**src/rtl/branch_pkg.sv**
```systemverilog
// rtl/branch_pkg.sv - shared opcodes, REGIMM rt codes, FSM encoding and target helper for branch resolution
//
// Contents:
//   state_t        : resolver FSM states (IDLE, HOLD, REDIR)
//   OP_*           : primary opcodes of the branch instructions handled in ID
//   RT_*           : rt-field sub-opcodes under OP_REGIMM
//   branch_target  : pc + 4 + (sign-extended imm16 << 2), modulo 2^32

package branch_pkg;

    typedef enum logic [1:0] {
        ST_IDLE  = 2'd0,
        ST_HOLD  = 2'd1,
        ST_REDIR = 2'd2
    } state_t;

    localparam logic [5:0] OP_REGIMM = 6'b000001;
    localparam logic [5:0] OP_BEQ    = 6'b000100;
    localparam logic [5:0] OP_BNE    = 6'b000101;
    localparam logic [5:0] OP_BGTZ   = 6'b000111;

    localparam logic [4:0] RT_BLTZ   = 5'b00000;
    localparam logic [4:0] RT_BGEZ   = 5'b00001;

    function automatic logic [31:0] branch_target(input logic [31:0] pc, input logic [15:0] imm);
        return pc + 32'd4 + {{14{imm[15]}}, imm, 2'b00};
    endfunction

endpackage

```
**src/rtl/branch_cond.sv**
```systemverilog
// rtl/branch_cond.sv - combinational branch decode and condition evaluation
//
// Ports:
//   opcode    : instr[31:26]
//   rt        : instr[20:16], selects bltz/bgez under REGIMM
//   a, b      : comparison operands (already forwarded)
//   is_branch : opcode/rt names a supported branch
//   taken     : branch condition holds (only meaningful with is_branch)

module branch_cond
    import branch_pkg::*;
(
    input  logic [5:0]  opcode,
    input  logic [4:0]  rt,
    input  logic [31:0] a,
    input  logic [31:0] b,
    output logic        is_branch,
    output logic        taken
);

    always_comb begin
        is_branch = 1'b0;
        taken     = 1'b0;
        case (opcode)
            OP_BEQ: begin
                is_branch = 1'b1;
                taken     = (a == b);
            end
            OP_BNE: begin
                is_branch = 1'b1;
                taken     = (a != b);
            end
            OP_BGTZ: begin
                is_branch = 1'b1;
                taken     = !a[31] && (a != 32'd0);
            end
            OP_REGIMM: begin
                case (rt)
                    RT_BLTZ: begin
                        is_branch = 1'b1;
                        taken     = a[31];
                    end
                    RT_BGEZ: begin
                        is_branch = 1'b1;
                        taken     = !a[31];
                    end
                    default: ;
                endcase
            end
            default: ;
        endcase
    end

endmodule

```
**src/rtl/branch_resolve.sv**
```systemverilog
// rtl/branch_resolve.sv - ID-stage branch resolver with stall hold, one-cycle redirect and statistics
//
// Ports:
//   clock, resetn                : clock, synchronous active-low reset
//   id_valid, id_instr, id_pc    : instruction currently in ID
//   rs_data, rt_data             : register-file operands
//   ex_fwd_data                  : forwarded ID/EX result
//   cmp_forwarda, cmp_forwardb   : pick ex_fwd_data for operand A / B
//   stall                        : hazard unit holds the branch
//   clr_stats                    : zero the statistics counters
//   redirect, redirect_pc        : one-cycle fetch redirect and its target
//   flush_ifid                   : squash IF/ID, same as redirect
//   busy                         : resolver is holding a stalled branch
//   taken_count, stall_count     : saturating REDIR / HOLD cycle counters

module branch_resolve
    import branch_pkg::*;
#(
    parameter int CNT_W = 16
) (
    input  logic             clock,
    input  logic             resetn,
    input  logic             id_valid,
    input  logic [31:0]      id_instr,
    input  logic [31:0]      id_pc,
    input  logic [31:0]      rs_data,
    input  logic [31:0]      rt_data,
    input  logic [31:0]      ex_fwd_data,
    input  logic             cmp_forwarda,
    input  logic             cmp_forwardb,
    input  logic             stall,
    input  logic             clr_stats,
    output logic             redirect,
    output logic [31:0]      redirect_pc,
    output logic             flush_ifid,
    output logic             busy,
    output logic [CNT_W-1:0] taken_count,
    output logic [CNT_W-1:0] stall_count
);

    localparam logic [CNT_W-1:0] CNT_MAX = '1;

    state_t      state, next_state;
    logic [31:0] lat_instr, lat_pc, tgt_q;
    logic [31:0] eval_instr, eval_pc, op_a, op_b;
    logic        is_branch, cond_taken;
    logic        in_idle, in_hold, start_hold, eval_now, take;
    logic        unused_rs;

    assign in_idle = (state == ST_IDLE);
    assign in_hold = (state == ST_HOLD);

    // While holding, the latched copy is evaluated; whatever sits in ID is ignored.
    assign eval_instr = in_hold ? lat_instr : id_instr;
    assign eval_pc    = in_hold ? lat_pc    : id_pc;
    assign unused_rs  = ^eval_instr[25:21];

    // Operands are always taken live, so forwarding that resolves during the hold is seen.
    assign op_a = cmp_forwarda ? ex_fwd_data : rs_data;
    assign op_b = cmp_forwardb ? ex_fwd_data : rt_data;

    branch_cond u_cond (
        .opcode    (eval_instr[31:26]),
        .rt        (eval_instr[20:16]),
        .a         (op_a),
        .b         (op_b),
        .is_branch (is_branch),
        .taken     (cond_taken)
    );

    // A latched instruction is always a branch, so HOLD only waits on stall.
    assign start_hold = in_idle && id_valid && is_branch && stall;
    assign eval_now   = (in_idle && id_valid && is_branch && !stall) || (in_hold && !stall);
    assign take       = eval_now && cond_taken;

    always_ff @(posedge clock) begin
        if (!resetn) begin
            state <= ST_IDLE;
        end else begin
            state <= next_state;
        end
    end

    always_comb begin
        next_state = state;
        case (state)
            ST_IDLE:  next_state = start_hold ? ST_HOLD : (take ? ST_REDIR : ST_IDLE);
            ST_HOLD:  next_state = stall ? ST_HOLD : (take ? ST_REDIR : ST_IDLE);
            ST_REDIR: next_state = ST_IDLE;
            default:  next_state = ST_IDLE;
        endcase
    end

    always_comb begin
        redirect   = (state == ST_REDIR);
        flush_ifid = (state == ST_REDIR);
        busy       = (state == ST_HOLD);
    end

    assign redirect_pc = tgt_q;

    always_ff @(posedge clock) begin
        if (!resetn) begin
            lat_instr <= 32'd0;
            lat_pc    <= 32'd0;
            tgt_q     <= 32'd0;
        end else begin
            if (start_hold) begin
                lat_instr <= id_instr;
                lat_pc    <= id_pc;
            end
            if (take) begin
                tgt_q <= branch_target(eval_pc, eval_instr[15:0]);
            end
        end
    end

    // clr_stats wins over a same-cycle increment.
    always_ff @(posedge clock) begin
        if (!resetn || clr_stats) begin
            taken_count <= '0;
            stall_count <= '0;
        end else begin
            if ((state == ST_REDIR) && (taken_count != CNT_MAX)) begin
                taken_count <= taken_count + 1'b1;
            end
            if (in_hold && (stall_count != CNT_MAX)) begin
                stall_count <= stall_count + 1'b1;
            end
        end
    end

endmodule

```
**config.mk**
```make
export PLATFORM = sky130hd
export DESIGN_NAME = branch_resolve
export DESIGN_NICKNAME = d
export VERILOG_FILES = /design/src/rtl/branch_pkg.sv /design/src/rtl/branch_cond.sv /design/src/rtl/branch_resolve.sv
export SDC_FILE = /design/constraint.sdc
export NUM_CORES = 1
export LEC_CHECK = 0
export ABC_CLOCK_PERIOD_IN_PS = 10600
export BUFFER_PORTS_ARGS = -buffer_cell sky130_fd_sc_hd__buf_2
export CAP_MARGIN = 5
export CORE_UTILIZATION = 40
export DETAILED_ROUTE_END_ITERATION = 12
export PLACE_DENSITY = 0.65
export SLEW_MARGIN = 20
export SYNTH_ARGS = -nofsm -noshare
export SYNTH_HDL_FRONTEND = slang
export SYNTH_SLANG_ARGS = --single-unit
```
**constraint.sdc**
```tcl
create_clock -name clock -period 10.6 [get_ports clock]
set_input_delay 0.53 -clock clock [delete_from_list [all_inputs] [get_ports clock]]
set_output_delay 0.53 -clock clock [all_outputs]
set_load 0.05 [all_outputs]
```
==> impl_metrics.yaml, run 1 <==
die:
  die_y_um: 148
  die_w_um: 148
  core_mm2: 0.0210
  initial_utilization_pct: 40.7
  top_level_ports: 234
  num_rows: 53
  dieArea_mm2: 0.0219
yosys:
  synth_nets: 1356
  synth_flop_cell: "dfxtp_1"
  synth_edf_count: 0
  async_flop_share_pct: 0
  synthCells: 1129
  synthXorXnorAreaFrac_pct: 13.6
  ys_seq_area_share_pct: 29.3
  ys_types: 54
  synth_area_mm2: 0.00853
  synth-simple-area-share_pct: 25.8
  synth_warnings: 0
  ys_ff_latch: 125
  synth_top_family_by_area: "simple AND/OR/NAND/NOR gates"
  synth_mux_area_share_pct: 5.30
  synthAdderAreaFrac_pct: 8.89
  avgSynthCellArea_um2: 7.55
  synth_compound_area_share_pct: 13.3
critical_path:
  path_cells: "nand2b_2 > buf_4 > mux2i_1 > ha_1 > inv_1 > ha_1 > fa_1 > a211oi_1 > o21bai_1 > a21oi_1 > a2bb2oi_1 > o21ai_0 > a31oi_1 > nor4b_1 > a31o_2 > o21ai_0 > a21oi_1"
  critPathSlowestCell: "buf_4"
  slowest_delay_ns: 0.58
  reg2reg_slack_ns: 5.84
  cp.arrival_ns: 5.01
  crit_required_ns: 10.85
  crit_path_end_kind: "register"
  path_class: "register to register"
  crit_path_start_kind: "register"
  crit_fanout: 57
finish:
  design_area_mm2: 0.0104
  fin_util_pct: 49.8
  mostFrequentLayoutCells: "nand2_1 (280), buf_2 (228), dfxtp_1 (125)"
  diodes: 0
  final_net_count: 1560
  final_common_cell: "nand2_1"
  drive_gt1_share_pct: 20.8
  layoutNonFillerInstCount: 1621
  syn_to_final_growth_pct: 22.4
clock_tree:
  clkLatencyLatePin_ns: 0.42
  cts-root-buf: "clkbuf_16"
  clockBufferDepth: 2
  cts-buffers-inserted: 17
  cts_tree: "done"
  cts_setup_buffers: 0
  cts.sinks: 125
  cts_resized: 0
  path_clk_slew_ns: 0.06
  cts.hold.buffers_added: 0
  htreeDepth: 4
routing:
  avgViaCountPerCell: 5.14
  initialDrtViolationCount: 409
  ant_nets: 0
  wl_per_cell_um: 14.3
  drc_errors: 0
  via_count: 8324
  dr.pass1.iters: 5
  wirelength_mm: 23.3
timing:
  period_share_pct: 44.9
  fin_skew_ns: 0.0157
  rsz0062_at_grt: "false"
  fin_ws_ns: 5.84
  tightest_slew_ns: 1.05
  min_period_ns: 4.76
  setup_violations: 0
  hold_viol: 0
  fin_tns_setup_ns: 0
  fmax_mhz: 210
  maxSlewViolCount: 0
  relSlewSlack_pct: 30.2
grt:
  gr-usage-all-layers_pct: 21.3
  grt_pass1_vias: 7826
  antenna_found_initial: 0
  grt_max_degree: 88
  grt_pass1_wl_mm: 37.8
  gr-total-overflow: 0
power_and_ir_drop:
  leakage_nw: 4.47
  p_seq_share_pct: 35.1
  power_frac_clock_pct: 45.2
  power_per_cell_area_mw_per_mm2: 129
  intPower_mw: 0.968
  ir_drop_v: 0.0000965
  switching_share_pct: 28.1
  power_switching_mw: 0.378
  pwr-share-comb_pct: 19.7
place:
  place_area_mm2: 0.00983
  placedCellCount: 1589
  gp_congestion: 0.848
  hpwlAfterDp_mm: 17.0
  port-buffer-count: 228
  post-place-ws_ns: 5.87
hold_path:
  hold_class: "input port to register"
flow_run:
  drv_cap: 0
status:
  outcome: "complete, no violations"
[final timing paths]
check | end | cells past startpoint | from
worst max register to register | redirect_pc[25] | 17 | state[1]
worst max-delay path | redirect_pc[25] | 17 | state[1]
worst min-delay path | lat_pc[11] | 3 | id_pc[11]
worst min register to register | lat_pc[22] | 2 | lat_pc[22]
[kinds of logic after synthesis]
group,Yosys count
and+or+nand+nor,506
AOI/OAI and AO/OA,190
xor gates and xnor gates,132
DFF,125
buffers and inverters,71
adders and majority gates,60
muxes,45
[worst max-delay path, delay by kind of cell (launching register included)]
kind / cells / cell delay [ns]
buffers and inverters: 2 / 0.63
adders and majority gates: 3 / 0.82
and+or+nand+nor: 2 / 0.24
DFF: 1 / 0.35
AOI/OAI and AO/OA: 9 / 2.26
muxes: 1 / 0.28
[synth_stat cells (all sizes together), types with 2 or more instances]
cell,n,area [um2]
nand2b,10,62.6
a21boi,3,22.5
nand3,25,125
o21a,4,30.0
inv,19,71.3
mux2i,44,440
dfxtp,125,2500
nand2,281,1050
nand3b,3,22.5
a21o,7,52.6
nor2,95,357
o211ai,4,30.0
nor4,25,156
a21oi,97,485
a211o,3,26.3
a311oi,2,30.0
nor3b,3,22.5
a2111oi,2,17.5
a211oi,9,87.6
nor3,12,60.1
or3,7,43.8
clkbuf,35,131
ha,59,738
o21bai,9,67.6
buf,15,110
nand4,26,163
a31oi,6,37.5
o21ai,36,180
xor2,43,377
and3,9,56.3
or4,3,22.5
and2,2,12.5
clkinv,2,7.51
xnor2,89,780
and4,2,17.5
[power groups by stage]
stage                     logic, mW  clock network (mW)  registers [mW]
after floorplan               0.180                   0           0.482
after global placement        0.261                   0           0.482
after detailed placement      0.264                   0           0.482
after CTS                     0.266               0.621           0.472
after global routing          0.297               0.640           0.472
final                         0.265               0.608           0.472
[registers in the layout (all words and copies together), names as in the netlist]
| name | count |
|---|---|
| lat_pc | 32 |
| stall_count | 16 |
| taken_count | 16 |
| lat_instr | 27 |
| state | 2 |
| redirect_pc | 32 |
[final cells by class]
class / instances / area (um2)
clock buffers: 19 / 443
well taps: 275 / 344
inverters: 21 / 78.8
multi-input cells: 933 / 5710
flip-flops and latches: 125 / 2500
clock inverters: 13 / 165
repair buffers: 235 / 1190
fillers: 2108 / 10500
[metrics by stage]
stage | total power [mW] | hold WS (ns)
finish | 1.35 | 0.355
global route | 1.41 | 0.343
CTS | 1.36 | 0.334
detailed placement | 0.746 | 0.447
global placement | 0.744 | 0.441
floorplan | 0.662 | 0.426
[per-layer routing]
metal / track usage (%) / routed length (um)
met2: 38.2 / 11500
met4: 5.57 / 252
met3: 4.07 / 1310
met5: 0 / 0
met1: 25.9 / 10200
Note: power is estimated with default switching activity, not from simulation.
==> run 2, diff against run 1 <==
--- a/config.mk
+++ b/config.mk
@@ -5,12 +5,13 @@
 export SDC_FILE = /design/constraint.sdc
 export NUM_CORES = 1
 export LEC_CHECK = 0
-export ABC_CLOCK_PERIOD_IN_PS = 10600
+export ABC_AREA = 1
+export ABC_CLOCK_PERIOD_IN_PS = 4900
 export BUFFER_PORTS_ARGS = -buffer_cell sky130_fd_sc_hd__buf_2
 export CAP_MARGIN = 5
 export CORE_UTILIZATION = 40
 export DETAILED_ROUTE_END_ITERATION = 12
-export PLACE_DENSITY = 0.65
+export PLACE_DENSITY = 0.63
 export SLEW_MARGIN = 20
 export SYNTH_ARGS = -nofsm -noshare
 export SYNTH_HDL_FRONTEND = slang
==> constraint.sdc (replaced) <==
create_clock -name clock -period 4.9 [get_ports clock]
set_input_delay 0.245 -clock clock [delete_from_list [all_inputs] [get_ports clock]]
set_output_delay 0.245 -clock clock [all_outputs]
set_load 0.05 [all_outputs]
==> run 2 against run 1 <==
  * Global-route usage is 1.2 points higher
  * Area after synthesis rose by 15%
  * Non-clock buffer count increased by 3
  * Cell area grew 12%
  * Critical path depth did not move
  * Worst hold slack worse by 0.24 ns
  * Synthesized cell count grew 50%
  * Critical endpoint is now redirect_pc[28]
==> impl_metrics.yaml, run 2 <==
die:
  num_rows: 56
  top_level_ports: 234
  dieArea_mm2: 0.0252
  initial_utilization_pct: 41.4
  die_w_um: 159
  die_y_um: 159
  core_mm2: 0.0238
clock_tree:
  clockBufferDepth: 2
  cts_tree: "done"
  cts-root-buf: "clkbuf_16"
  cts.hold.buffers_added: 0
  clkLatencyLatePin_ns: 0.42
  path_clk_slew_ns: 0.07
  cts-buffers-inserted: 17
  cts.sinks: 125
  htreeDepth: 4
  cts_resized: 0
  cts_setup_buffers: 0
grt:
  grt_pass1_vias: 10125
  grt_pass1_wl_mm: 47.0
  gr-total-overflow: 0
  antenna_found_initial: 10
  gr-usage-all-layers_pct: 22.5
  grt_max_degree: 75
flow_run:
  drv_cap: 0
yosys:
  synth.most_common_cell: "nand2_1"
  ys_ff_latch: 125
  ys_types: 37
  synth_warnings: 0
  yosys.area.top_type: "dfxtp_1"
  ys_seq_area_share_pct: 25.5
  async_flop_share_pct: 0
  synth_flop_cell: "dfxtp_1"
  synth_top_cell_area_share_pct: 25.5
  synth_area_mm2: 0.00983
  synth_nets: 1921
  synthTopCellsByArea: "dfxtp_1 (25%), nand2_1 (24%), o21ai_0 (8.0%)"
  synthCells: 1694
  synth_edf_count: 0
  ys_top_cells_by_count: "nand2_1 (626), inv_1 (205), o21ai_0 (158)"
  avgSynthCellArea_um2: 5.80
power_and_ir_drop:
  pwr-share-comb_pct: 21.8
  ir_drop_v: 0.000199
  power_per_cell_area_mw_per_mm2: 254
  p_seq_share_pct: 34.1
  switching_share_pct: 30.4
  power_switching_mw: 0.908
  leakage_nw: 6.03
  power_frac_clock_pct: 44.1
  intPower_mw: 2.08
timing:
  rsz0062_at_grt: "false"
  fin_ws_ns: 1.38
  maxSlewViolCount: 0
  min_period_ns: 3.52
  fin_skew_ns: 0.0168
  hold_viol: 0
  fin_tns_setup_ns: 0
  setup_violations: 0
  tightest_slew_ns: 0.784
  period_share_pct: 71.9
  fmax_mhz: 284
  hold_ws_ns: 0.118
  relSlewSlack_pct: 47.7
status:
  outcome: "complete, no violations"
routing:
  via_count: 10706
  ant_nets: 0
  wl_per_cell_um: 12.7
  drc_errors: 0
  initialDrtViolationCount: 593
  avgViaCountPerCell: 4.82
  dr.pass1.iters: 5
  wirelength_mm: 28.2
critical_path:
  cp.arrival_ns: 3.83
  crit_path_end_kind: "register"
  path_class: "register to register"
  crit_fanout: 48
  crit_required_ns: 5.21
  crit_path_start_kind: "register"
finish:
  syn_to_final_growth_pct: 19.4
  fillCellCount: 2604
  layoutNonFillerInstCount: 2222
  final_common_cell: "nand2_1"
  mostFrequentLayoutCells: "nand2_1 (626), buf_2 (228), inv_1 (205)"
  drive_gt1_share_pct: 14.8
  final_net_count: 2109
place:
  port-buffer-count: 228
  hpwlAfterDp_mm: 21.8
  gp_congestion: 0.886
  post-place-ws_ns: 1.41
  placedCellCount: 2182
hold_path:
  hold_class: "input port to register"
[run 2: logic make-up after synthesis]
| family | synth area share (%) |
|---|---|
| flip-flops | 25.5 |
| AO/OA/AOI/OAI | 17.0 |
| AND/OR/NAND/NOR | 35.7 |
| XOR/XNOR | 2.23 |
| buffers and inverters | 11.9 |
| adder cells (fa/ha/maj) | 7.72 |
[run 2: layer usage]
layer	global-route usage [%]	share of wire [%]	vias up
met2	41.8	50	206
met1	26.1	44	4691
met4	6.13	1.7	6
met5	0	0.17	-
li1	-	-	5765
met3	4.00	4.2	38
[run 2: worst paths after layout]
path,start,endpoint,slack [ns],depth (start not counted)
max,state[1],redirect_pc[28],1.38,17
min,id_pc[28],lat_pc[28],0.12,3
min reg2reg,lat_instr[30],lat_instr[30],0.45,2
max reg2reg,state[1],redirect_pc[28],1.38,17
[run 2: critical path, stage by stage, from the launching register on]
cell     delay, ns
dfxtp_1       0.34
inv_2         0.06
nand2_4       0.35
buf_4         0.38
o21ai_0       0.15
ha_1          0.33
ha_1          0.43
nand2_1       0.12
nor2_1        0.24
inv_1         0.10
nor4_1        0.29
nand2_1       0.15
nand2_1       0.09
nand2_1       0.04
nand2_1       0.09
nand3_1       0.09
nand2_1       0.09
nor2_1        0.04
[run 2: power groups by stage]
stage               logic (mW)  registers [mW]  clock network [mW]
floorplan                0.451            1.04                   0
global placement         0.647            1.04                   0
detailed placement       0.651            1.04                   0
CTS                      0.656            1.02                1.34
global route             0.746            1.02                1.40
finish                   0.650            1.02                1.32
[run 2: final cells by class]
class / instances / area (um2) / area share (%)
Timing Repair Buffer: 238 / 1220 / 10.4
Antenna cell: 8 / 20.0 / 0.171
Tap cell: 319 / 399 / 3.40
Clock inverter: 14 / 183 / 1.56
Inverter: 218 / 818 / 6.97
Multi-Input combinational cell: 1282 / 6170 / 52.6
Sequential cell: 125 / 2500 / 21.3
Clock buffer: 18 / 429 / 3.66
[run 2: per-stage QoR]
step                util (%)  power [mW]  instance area (um2)
detailed placement      46.7        1.69                11100
CTS                     49.3        3.02                11700
finish                  49.4        2.98                11700
floorplan                  -        1.49                 9830
global route            49.4        3.16                11700
global placement        46.7        1.69                11100
==> run 3, diff against run 2 <==
--- a/config.mk
+++ b/config.mk
@@ -6,7 +6,7 @@
 export NUM_CORES = 1
 export LEC_CHECK = 0
 export ABC_AREA = 1
-export ABC_CLOCK_PERIOD_IN_PS = 4900
+export ABC_CLOCK_PERIOD_IN_PS = 3600
 export BUFFER_PORTS_ARGS = -buffer_cell sky130_fd_sc_hd__buf_2
 export CAP_MARGIN = 5
 export CORE_UTILIZATION = 40
==> constraint.sdc (replaced) <==
create_clock -name clock -period 3.6 [get_ports clock]
set_input_delay 0.18 -clock clock [delete_from_list [all_inputs] [get_ports clock]]
set_output_delay 0.18 -clock clock [all_outputs]
set_load 0.05 [all_outputs]
==> run 3 against run 2 <==
  * Non-clock buffer count rose by 9
  * Global-route usage grew 0.43 points
  * Total power rose by 33%
  * Clock skew fell by 0.0012 ns
  * Via count up 1.2%
  * Register-to-register slack lost 1.0 ns
  * Sequential power increased by 35%
  * Worst hold slack worse by 0.081 ns
  * Combinational power grew 38%
  * Final cell count up 0.27%
  * Routed wire length grew 1.8%
  * Critical path type unchanged
  * Critical endpoint unchanged
  * Largest cell class unchanged
==> impl_metrics.yaml, run 3 (synthesis gave the netlist of run 2 again) <==
timing:
  fmax_mhz: 310
  relSlewSlack_pct: 46.2
  tightest_slew_ns: 0.807
  period_share_pct: 89.6
  min_period_ns: 3.23
  hold_viol: 0
  fin_tns_setup_ns: 0
  maxSlewViolCount: 0
  fin_skew_ns: 0.0156
  setup_violations: 0
power_and_ir_drop:
  power_per_cell_area_mw_per_mm2: 336
  leakage_nw: 6.06
  p_total_mw: 3.96
  ir_drop_v: 0.000256
clock_tree:
  cts.sinks: 125
  clockBufferDepth: 2
  clkLatencyLatePin_ns: 0.43
  cts-root-buf: "clkbuf_16"
  cts-buffers-inserted: 17
  path_clk_slew_ns: 0.07
  cts_setup_buffers: 0
  htreeDepth: 4
  cts_tree: "done"
finish:
  final_common_cell: "nand2_1"
  fin_util_pct: 49.6
  syn_to_final_growth_pct: 20.0
  final_net_count: 2118
  drive_gt1_share_pct: 15.3
  mostFrequentLayoutCells: "nand2_1 (626), buf_2 (228), inv_1 (205)"
critical_path:
  crit_fanout: 45
  cpLargestDelayFamily: "simple AND/OR/NAND/NOR gates"
  crit_path_frequent_cell: "nand2_1"
  crit_path_start_kind: "register"
  critPathSlowestCell: "dfxtp_1"
  crit_required_ns: 3.92
  path_cells: "nand2_8 > buf_4 > nand2_1 > o21ai_0 > ha_1 > ha_1 > nand2_1 > nor2_1 > inv_1 > nor4_1 > nand2_1 > nand2_1 > nand2_1 > nand2_1 > nand3_1 > nand2_1 > nor2_1"
  path_class: "register to register"
  crit_path_end_kind: "register"
  crit_buf_inv: 2
  slowest_delay_ns: 0.47
  cp.arrival_ns: 3.55
routing:
  via_count: 10830
  wirelength_mm: 28.7
  avgViaCountPerCell: 4.86
  initialDrtViolationCount: 603
  drc_errors: 0
  ant_nets: 0
  wl_per_cell_um: 12.9
  dr.pass1.iters: 5
grt:
  top_usage_layer: "met2"
  antenna_found_initial: 8
  met2_usage_pct: 41.4
  grt_max_degree: 96
  grt_pass1_wl_mm: 47.5
  met1_usage_pct: 26.6
  gr-total-overflow: 0
  grt_pass1_vias: 10177
  grt_use_met3_pct: 4.36
  gr-usage-all-layers_pct: 22.9
flow_run:
  drv_cap: 0
die:
  top_level_ports: 234
  die_y_um: 159
  core_mm2: 0.0238
  die_w_um: 159
  num_rows: 56
  dieArea_mm2: 0.0252
  initial_utilization_pct: 41.4
hold_path:
  hold_class: "input port to register"
place:
  port-buffer-count: 228
  hpwlAfterDp_mm: 22.3
  gp_congestion: 0.884
status:
  outcome: "complete, no violations"
## run 3: cell types whose count changed in the layout (fill, tap and decap cells not counted), sizes merged
cell,before,now
buf,238,247
clkinv,10,13
diode,8,5
bufinv,3,1
inv,216,215
## run 3: area by class of cell
| cell class | instances | area, um2 |
|---|---|---|
| timing repair buffer | 247 | 1310 |
| inverter | 218 | 822 |
| antenna | 5 | 12.5 |
| fill | 2546 | 12000 |
| sequential | 125 | 2500 |
| clock inverter | 14 | 136 |
| clock buffer | 18 | 429 |
| tap | 319 | 399 |
| multi-input combinational | 1282 | 6180 |
## run 3: what timing repair did
action                     CTS  global route
resized for setup            0             2
setup endpoints to repair    0             7
hold buffers                 0             0
## run 3: worst paths after layout
kind	from	end	slack, ns	cells past startpoint
hold reg to reg	lat_instr[9]	lat_instr[9]	0.44	2
setup reg to reg	state[0]	redirect_pc[28]	0.37	17
setup / recovery	state[0]	redirect_pc[28]	0.37	17
hold / removal	id_pc[28]	lat_pc[28]	0.04	3
## run 3: power breakdown
| group | leakage [nW] | total, mW | switching (mW) | internal, mW |
|---|---|---|---|---|
| registers | 1.01 | 1.38 | 0.000396 | 1.38 |
| logic | 4.78 | 0.897 | 0.558 | 0.340 |
| clock network | 0.274 | 1.68 | 0.712 | 0.963 |
## run 3: metrics by stage
step	hold WS, ns	instance area (um2)	cells	worst slack [ns]
2_1_floorplan	0.322	9830	1694	0.118
3_3_place_gp	0.432	11200	2191	0.324
3_5_place_dp	0.438	11200	2191	0.241
4_1_cts	0.0273	11800	2223	0.222
5_1_grt	0.0605	11800	2228	-0.00828
6_report	0.0373	11800	2228	0.373
## run 3: worst register-to-register path: stages, from the launching register on
cell,delay [ns]
dfxtp_1,0.47
nand2_8,0.20
buf_4,0.26
nand2_1,0.04
o21ai_0,0.07
ha_1,0.30
ha_1,0.42
nand2_1,0.14
nor2_1,0.27
inv_1,0.09
nor4_1,0.28
nand2_1,0.15
nand2_1,0.09
nand2_1,0.04
nand2_1,0.08
nand3_1,0.08
nand2_1,0.08
nor2_1,0.05
## run 3: metal layers
metal,part of all wire [%],vias up
met4,2.7,6
met1,45,4794
met2,49,205
met5,0.14,-
met3,3.6,59
li1,-,5766
